File: config.mk
export PLATFORM = sky130hd
export DESIGN_NAME = pipe_stage_reg
export DESIGN_NICKNAME = d
export VERILOG_FILES = /design/src/rtl/pipe_stage_reg.sv
export SDC_FILE = /design/constraint.sdc
export NUM_CORES = 1
export LEC_CHECK = 0
export ABC_AREA = 1
export BUFFER_PORTS_ARGS = -buffer_cell sky130_fd_sc_hd__buf_2
export CELL_PAD_IN_SITES_DETAIL_PLACEMENT = 1
export CELL_PAD_IN_SITES_GLOBAL_PLACEMENT = 2
export CORE_AREA = 2 2 139 141
export CTS_BUF_LIST = sky130_fd_sc_hd__clkbuf_16
export CTS_CLUSTER_DIAMETER = 60
export CTS_CLUSTER_SIZE = 10
export DETAILED_ROUTE_END_ITERATION = 8
export DIE_AREA = 0 0 141 143
export GPL_TIMING_DRIVEN = 0
export HOLD_SLACK_MARGIN = 0.03
export PLACE_DENSITY = 0.89
export SYNTH_ARGS = -nofsm -noshare
export SYNTH_HDL_FRONTEND = slang
export SYNTH_SLANG_ARGS = --single-unit
File: constraint.sdc
create_clock -name Clock -period 7.8 [get_ports Clock]
set_input_delay 0 -clock Clock [delete_from_list [all_inputs] [get_ports Clock]]
set_output_delay 0 -clock Clock [all_outputs]
set_load 0.1 [all_outputs]
File: src/rtl/pipe_stage_reg.sv
// Parametrised MIPS inter-stage register: valid bit, stall/hold, flush-to-bubble, stall watchdog.
// Define PIPE_STAGE_PERF_EN to add saturating stall/flush performance counters.
module pipe_stage_reg #(
    parameter int CTRL_W    = 8,
    parameter int DATA_W    = 32,
    parameter int NUM_DATA  = 3,
    parameter int RWIDTH    = 5,
    parameter int NUM_REGS  = 3,
    parameter int MAX_STALL = 15,
    parameter int CNT_W     = 4
) (
    input  logic                         Clock,
    input  logic                         Reset,
    input  logic                         Stall,
    input  logic                         Flush,
    input  logic                         In_Valid,
    input  logic [CTRL_W-1:0]            In_Ctrl,
    input  logic [NUM_DATA*DATA_W-1:0]   In_Data,
    input  logic [NUM_REGS*RWIDTH-1:0]   In_Regs,
    output logic                         Out_Valid,
    output logic [CTRL_W-1:0]            Out_Ctrl,
    output logic [NUM_DATA*DATA_W-1:0]   Out_Data,
    output logic [NUM_REGS*RWIDTH-1:0]   Out_Regs,
    output logic [CNT_W-1:0]             Stall_Cnt,
    output logic                         Stall_Timeout
`ifdef PIPE_STAGE_PERF_EN
    ,
    output logic [15:0]                  Perf_Stalls,
    output logic [15:0]                  Perf_Flushes
`endif
);

    localparam logic [CNT_W-1:0] CNT_SAT     = '1;
    localparam logic [CNT_W-1:0] STALL_LIMIT = CNT_W'(MAX_STALL);

    logic [CNT_W-1:0] cnt_next;
    logic             hold;

    // A flush always wins over a stall, so only a pure stall holds the stage.
    assign hold = Stall && !Flush;

    always_comb begin
        cnt_next = Stall_Cnt;
        if (Stall_Cnt != CNT_SAT) begin
            cnt_next = Stall_Cnt + 1'b1;
        end
    end

    always_ff @(posedge Clock or posedge Reset) begin
        if (Reset) begin
            Out_Valid     <= 1'b0;
            Out_Ctrl      <= '0;
            Out_Data      <= '0;
            Out_Regs      <= '0;
            Stall_Cnt     <= '0;
            Stall_Timeout <= 1'b0;
        end else begin
            Stall_Timeout <= 1'b0;
            if (Flush) begin
                // Data still moves on a bubble; zero control makes it inert downstream.
                Out_Valid <= 1'b0;
                Out_Ctrl  <= '0;
                Out_Data  <= In_Data;
                Out_Regs  <= In_Regs;
                Stall_Cnt <= '0;
            end else if (hold) begin
                Stall_Cnt     <= cnt_next;
                Stall_Timeout <= (cnt_next == STALL_LIMIT) && (Stall_Cnt != STALL_LIMIT);
            end else begin
                Out_Valid <= In_Valid;
                Out_Ctrl  <= In_Valid ? In_Ctrl : '0;
                Out_Data  <= In_Data;
                Out_Regs  <= In_Regs;
                Stall_Cnt <= '0;
            end
        end
    end

`ifdef PIPE_STAGE_PERF_EN
    always_ff @(posedge Clock or posedge Reset) begin
        if (Reset) begin
            Perf_Stalls  <= '0;
            Perf_Flushes <= '0;
        end else begin
            if (hold && (Perf_Stalls != 16'hFFFF)) begin
                Perf_Stalls <= Perf_Stalls + 16'd1;
            end
            if (Flush && (Perf_Flushes != 16'hFFFF)) begin
                Perf_Flushes <= Perf_Flushes + 16'd1;
            end
        end
    end
`else
    // Performance counters are compiled out in this build.
`endif

endmodule

==> flow_metrics.py, run 1 <==
metrics = {
    "status": {
        "status": "complete, no violations",
    },
    "floorplanning": {
        "dieArea_um2": 20200,
        "start_util_pct": 25.6,
        "num_rows": 50,
        "core_area_um2": 18600,
        "die_h_um": 143,
        "die_w_um": 141,
        "pin_count": 249,
    },
    "critical_path": {
        "r2r-start": "Stall_Cnt[0]",
        "crit_chain": "buf_2",
        "reg2reg_to": "Stall_Timeout",
        "crit_family": "buffers and inverters",
        "crit_end": "Stall_Cnt[0]",
        "r2r_setup_slack_ns": 6.51,
        "crit_path_start": "Stall_Cnt[0]",
        "endpoint_kind": "output port",
        "path_max_fanout": 5,
        "crit_slowest_cell": "buf_2",
        "critPathBufInv": 1,
        "cp.required_ns": 7.80,
        "worstRegToRegCells": 6,
        "cp.depth": 1,
        "critical-path-max-stage-delay_ns": 0.47,
        "crit_arrival_ns": 1.30,
        "path_class": "flip-flop to output port",
        "crit_path_start_kind": "flip-flop",
    },
    "synthesis": {
        "yosys_warnings": 0,
        "syn_nets": 668,
        "ys_ff_latch": 125,
        "synth-seq-area-share_pct": 65.6,
        "syn_avg_cell_area_um2": 8.78,
        "ys_types": 14,
        "synth_area_um2": 4770,
        "synth_cells": 543,
    },
    "final_layout": {
        "area_delta_synth_final_pct": 69.8,
        "nets": 1056,
        "mostFrequentLayoutCells": "nand2_1 (353), buf_2 (269), dfrtp_1 (125)",
        "layout_commonest_cell": "nand2_1",
        "layout.cells.non_filler": 1179,
        "fin_area_um2": 8090,
        "drive_above_1_share_pct": 32.1,
    },
    "clock_network": {
        "clkSlewWorstSetupHoldPaths_ns": 0.06,
        "cts_tree": "done",
        "cts_buffers": 17,
        "h-tree-depth": 4,
        "cts_root_buffer": "clkbuf_16",
        "cts_buffer_depth": 2,
        "cts.sinks": 125,
        "insertion_delay_ns": 0.41,
        "cts_resized": 0,
    },
    "route": {
        "antenna_left": 0,
        "vias_per_cell": 4.26,
        "drt_iter0_drc": 124,
        "firstDrtPassIters": 4,
        "wirelength_mm": 18.2,
        "wl_per_cell_um": 15.5,
        "dr_total_vias": 5019,
        "drc": 0,
    },
    "global_routing": {
        "grt_overflow": 0,
        "grt_pass1_vias": 5581,
        "antenna_found_initial": 1,
        "grt_pass1_wl_mm": 28.9,
        "grt_usage_pct": 18.6,
        "grt_max_degree": 82,
    },
    "place": {
        "gp_congestion": 0.733,
        "io_buffers": 248,
        "place_area_um2": 6330,
        "numPlacedInstances": 1026,
        "hpwlAfterDp_mm": 11.6,
    },
    "pwr": {
        "power_leakage_nw": 4.53,
        "finalPower_mw": 2.10,
        "ir_worst_vdd_mv": 0.144,
        "p_per_area_nw_per_um2": 259,
    },
    "flow_run": {
        "maxCapViolCount": 0,
    },
    "timing": {
        "holdWs_ns": 0.0810,
        "finalHoldViolCount": 0,
        "tns_ns": 0,
        "slew_headroom_pct": 65.5,
        "rsz0062_at_grt": "no",
        "tightest_slew_ns": 0.521,
        "max_freq_ghz": 0.772,
        "finalSetupViolations": 0,
        "slew_viol_final": 0,
        "clock_skew_ns": 0.00428,
        "period_share_pct": 16.6,
        "fin_crit_ns": 1.30,
    },
    "hold_path": {
        "min_path_cells": 5,
        "hp-class": "input pin to flip-flop",
    },
}
-- area by class of cell --
cell class | count | area [um^2]
fill | 2213 | 10500
sequential | 125 | 3130
timing repair buffer | 369 | 2470
multi-input combinational | 374 | 1440
clock buffer | 17 | 425
tap | 234 | 293
clock inverter | 15 | 131
buffer | 25 | 124
inverter | 19 | 76.3
antenna | 1 | 2.50
-- stage by stage --
| stage | util (%) | setup WS (ns) |
|---|---|---|
| 2_1_floorplan | - | 4.47 |
| 3_3_place_gp | 33.9 | 2.66 |
| 3_5_place_dp | 34.1 | 6.53 |
| 4_1_cts | 43.5 | 6.48 |
| 5_1_grt | 43.6 | 6.40 |
| 6_report | 43.6 | 6.50 |
-- worst reg2reg max path, cell delays in order (launching register included) --
cell and delay, ns:
dfrtp_1 0.43, ha_1 0.26, nand3_1 0.18, inv_1 0.10, nand2_1 0.06, nand3_1 0.08, nor2_1 0.12
-- synth_stat cells (all sizes together) --
library cell  number  area share (%)
nand2            353              28
dfrtp            125              66
buf               22             2.4
inv               19             1.5
o21ai              8            0.84
nand3              4            0.42
nor2               4            0.47
a21oi              3            0.31
clkbuf             3            0.24
ha                 1            0.26
nand3b             1            0.16
-- repair_timing --
item / 4_1_cts / 5_1_grt
buffers inserted: 0 / 0
endpoints found under the hold margin: 163 / 0
setup endpoints to repair: 0 / 0
hold buffers: 120 / 0
-- power by group --
part	switching (mW)	total [mW]	leakage [nW]	internal, mW
logic	0.494	0.616	2.74	0.123
registers	0.0281	0.727	1.52	0.699
clock network	0.294	0.756	0.272	0.462
total	0.816	2.10	4.53	1.28
-- metal layers --
metal	track usage, %	share of wire (%)	vias up
li1	-	-	2401
met1	20.5	41	2387
met2	33.2	50	196
met3	6.17	6.8	35
met4	7.32	2.5	0
met5	0	0	-
-- kinds of logic after synthesis --
logic type | count (synthesis) | share of synthesized area (%)
AOI/OAI and AO/OA | 11 | 1.16
adders and majority gates | 1 | 0.262
buffers and inverters | 44 | 4.10
DFF | 125 | 65.6
and+or+nand+nor | 362 | 28.9
-- flip-flops by register name, indices dropped and copies added (netlist names) --
signal,cells
Out_Ctrl,8
Out_Data,96
Out_Regs,15
Out_Valid,1
Stall_Cnt,4
Stall_Timeout,1
-- worst min-delay path by stage --
stage                 from           end  slack [ns]
4_1_cts              Flush   Out_Data[2]        0.08
5_1_grt              Flush   Out_Data[1]         0.1
3_3_place_gp   In_Data[92]  Out_Data[92]        0.19
3_5_place_dp         Reset  Out_Data[75]        0.05
6_report             Flush   Out_Data[2]        0.08
2_1_floorplan   In_Data[0]   Out_Data[0]        0.11
(Power assumes the default switching activity.)
==> run 2: changes to the inputs <==
CORE_AREA = 2 2 144 146   (was 2 2 139 141)
DIE_AREA = 0 0 146 148   (was 0 0 141 143)
PLACE_DENSITY = 0.84   (was 0.89)
clock period = 1.2 ns   (was 7.8 ns; I/O delays follow)
==> run 2 against run 1 <==
Against the previous run: count of clock-buffer cells in the layout stayed put; setup slack worse by 6.4 ns; core utilization is 1.1 points lower; cell area is 5.0% higher; global-route usage is 1.1 points lower; critical path depth stayed put; critical endpoint is now Stall_Timeout; highest routed layer unchanged.
==> flow_metrics.py, run 2 (synthesis gave the netlist of run 1 again) <==
metrics = {
    "final_layout": {
        "drive_above_1_share_pct": 33.5,
        "largest-register": "Out_Data",
        "nets": 1060,
        "antenna_cells": 0,
        "area_delta_synth_final_pct": 78.4,
        "fin_area_um2": 8500,
        "layout.cells.non_filler": 1217,
        "largest_register_ffs": 96,
        "mostFrequentLayoutCells": "nand2_1 (353), buf_2 (145), dfrtp_1 (121)",
        "largestRegisters": "Out_Data: 96 flops, Out_Regs: 15 flops, Out_Ctrl: 8 flops",
        "layout_commonest_cell": "nand2_1",
        "utilization_pct": 42.4,
    },
    "clock_network": {
        "h-tree-depth": 4,
        "cts_root_buffer": "clkbuf_16",
        "insertion_delay_ns": 0.40,
        "clkSlewWorstSetupHoldPaths_ns": 0.06,
        "cts.sinks": 125,
        "cts_tree": "done",
        "cts_buffers": 17,
        "cts_buffer_depth": 2,
    },
    "timing": {
        "tightest_slew_ns": 0.649,
        "clock_skew_ns": 0.00208,
        "finalSetupViolations": 0,
        "slew_headroom_pct": 56.5,
        "rsz0062_at_grt": "yes",
        "period_share_pct": 95.2,
        "fin_crit_ns": 1.14,
        "slew_viol_final": 0,
        "finalHoldViolCount": 0,
        "max_freq_ghz": 0.875,
    },
    "route": {
        "vias_per_cell": 4.15,
        "dr_total_vias": 5046,
        "drc": 0,
        "firstDrtPassIters": 4,
        "wl_per_cell_um": 15.5,
        "antenna_left": 0,
        "drt_iter0_drc": 146,
        "wirelength_mm": 18.8,
    },
    "critical_path": {
        "crit_family": "buffers and inverters",
        "crit_chain": "buf_2",
        "cp.required_ns": 1.20,
        "critPathBufInv": 1,
        "path_max_fanout": 1,
        "crit_arrival_ns": 1.14,
        "crit_slowest_cell": "buf_2",
        "crit_path_start_kind": "flip-flop",
        "critical-path-max-stage-delay_ns": 0.42,
        "endpoint_kind": "output port",
        "path_class": "flip-flop to output port",
    },
    "pwr": {
        "p_int_mw": 8.34,
        "switching_share_pct": 39.0,
        "p_per_area_nw_per_um2": 1610,
        "power_frac_comb_pct": 30.9,
        "ir_worst_vdd_mv": 0.842,
        "switching_power_mw": 5.32,
        "power.share.clock_pct": 34.4,
        "power_leakage_nw": 4.60,
        "pwr-share-seq_pct": 34.7,
    },
    "floorplanning": {
        "core_area_um2": 20000,
        "pin_count": 249,
        "start_util_pct": 23.8,
        "die_w_um": 146,
        "num_rows": 52,
        "dieArea_um2": 21600,
        "die_h_um": 148,
    },
    "global_routing": {
        "antenna_found_initial": 0,
        "grt_pass1_wl_mm": 29.9,
        "grt_overflow": 0,
        "grt_max_degree": 38,
        "grt_usage_pct": 17.5,
        "grt_pass1_vias": 5668,
    },
    "place": {
        "io_buffers": 248,
        "numPlacedInstances": 1064,
        "gp_congestion": 0.714,
        "hpwlAfterDp_mm": 11.5,
        "place_area_um2": 6440,
    },
    "flow_run": {
        "maxCapViolCount": 0,
    },
    "status": {
        "status": "complete, no violations",
    },
    "hold_path": {
        "hp-class": "input pin to flip-flop",
    },
}
-- run 2: cell types whose count changed in the layout (fill, tap and decap cells not counted), sizes merged --
cell / delta
clkinv: +1
buf: -27
clkinvlp: +2
inv: -2
clkbuf: +30
diode: -1
bufinv: -1
-- run 2: repair_timing --
action	CTS	global route
pin swaps	0	1
gates resized for setup	94	31
endpoints found under the hold margin	146	0
hold buffers	120	0
setup endpoints to repair	94	69
buffers inserted	0	1
gates cloned	0	1
-- run 2: power by group through the flow --
| stage | logic, mW | clock network, mW | registers (mW) |
|---|---|---|---|
| after floorplan | 0.462 | 0 | 7.20 |
| after global placement | 3.65 | 0 | 4.78 |
| after detailed placement | 3.70 | 0 | 4.79 |
| after CTS | 4.17 | 4.87 | 4.73 |
| after global routing | 4.41 | 5.09 | 4.78 |
| final | 4.22 | 4.70 | 4.74 |
-- run 2: per-stage QoR --
stage / TNS, ns / hold slack, ns / power (mW) / worst slack [ns]
after CTS: 0 / 0.0767 / 13.8 / 0.000217
final: 0 / 0.0917 / 13.7 / 0.0573
after global placement: -167.53 / 0.193 / 8.43 / -1.54
after detailed placement: -0.0611 / 0.144 / 8.49 / -0.0611
after floorplan: -43.57 / 0.110 / 7.66 / -0.473
after global routing: -0.0550 / 0.104 / 14.3 / -0.0550
-- run 2: cell type report --
class                           count  area, um^2
Multi-Input combinational cell    374        1470
Tap cell                          270         338
Fill cell                        2398       11500
Buffer                             25         124
Sequential cell                   125        3130
Clock buffer                       17         425
Timing Repair inverter              1        5.00
Clock inverter                     14         105
Inverter                           19        75.1
Timing Repair Buffer              372        2820
-- run 2: final timing paths --
| check | endpoint | slack (ns) | cells past startpoint | startpoint |
|---|---|---|---|---|
| min reg2reg | Out_Data[12] | 0.48 | 2 | Out_Data[12] |
| max reg2reg | Stall_Timeout | 0.09 | 7 | Stall_Cnt[0] |
| min | Out_Data[0] | 0.09 | 5 | Flush |
| min in group asynchronous | Out_Data[56] | 0.19 | 3 | Reset |
| max in group asynchronous | Out_Data[9] | 0.25 | 5 | Reset |
| max | Stall_Timeout | 0.06 | 1 | Stall_Timeout |
-- run 2: routing by layer --
| metal | track usage [%] | share of wire [%] |
|---|---|---|
| met1 | 20.3 | 41 |
| met2 | 30.8 | 50 |
| met3 | 5.74 | 7.0 |
| met4 | 5.39 | 1.9 |
| met5 | 0 | 0 |
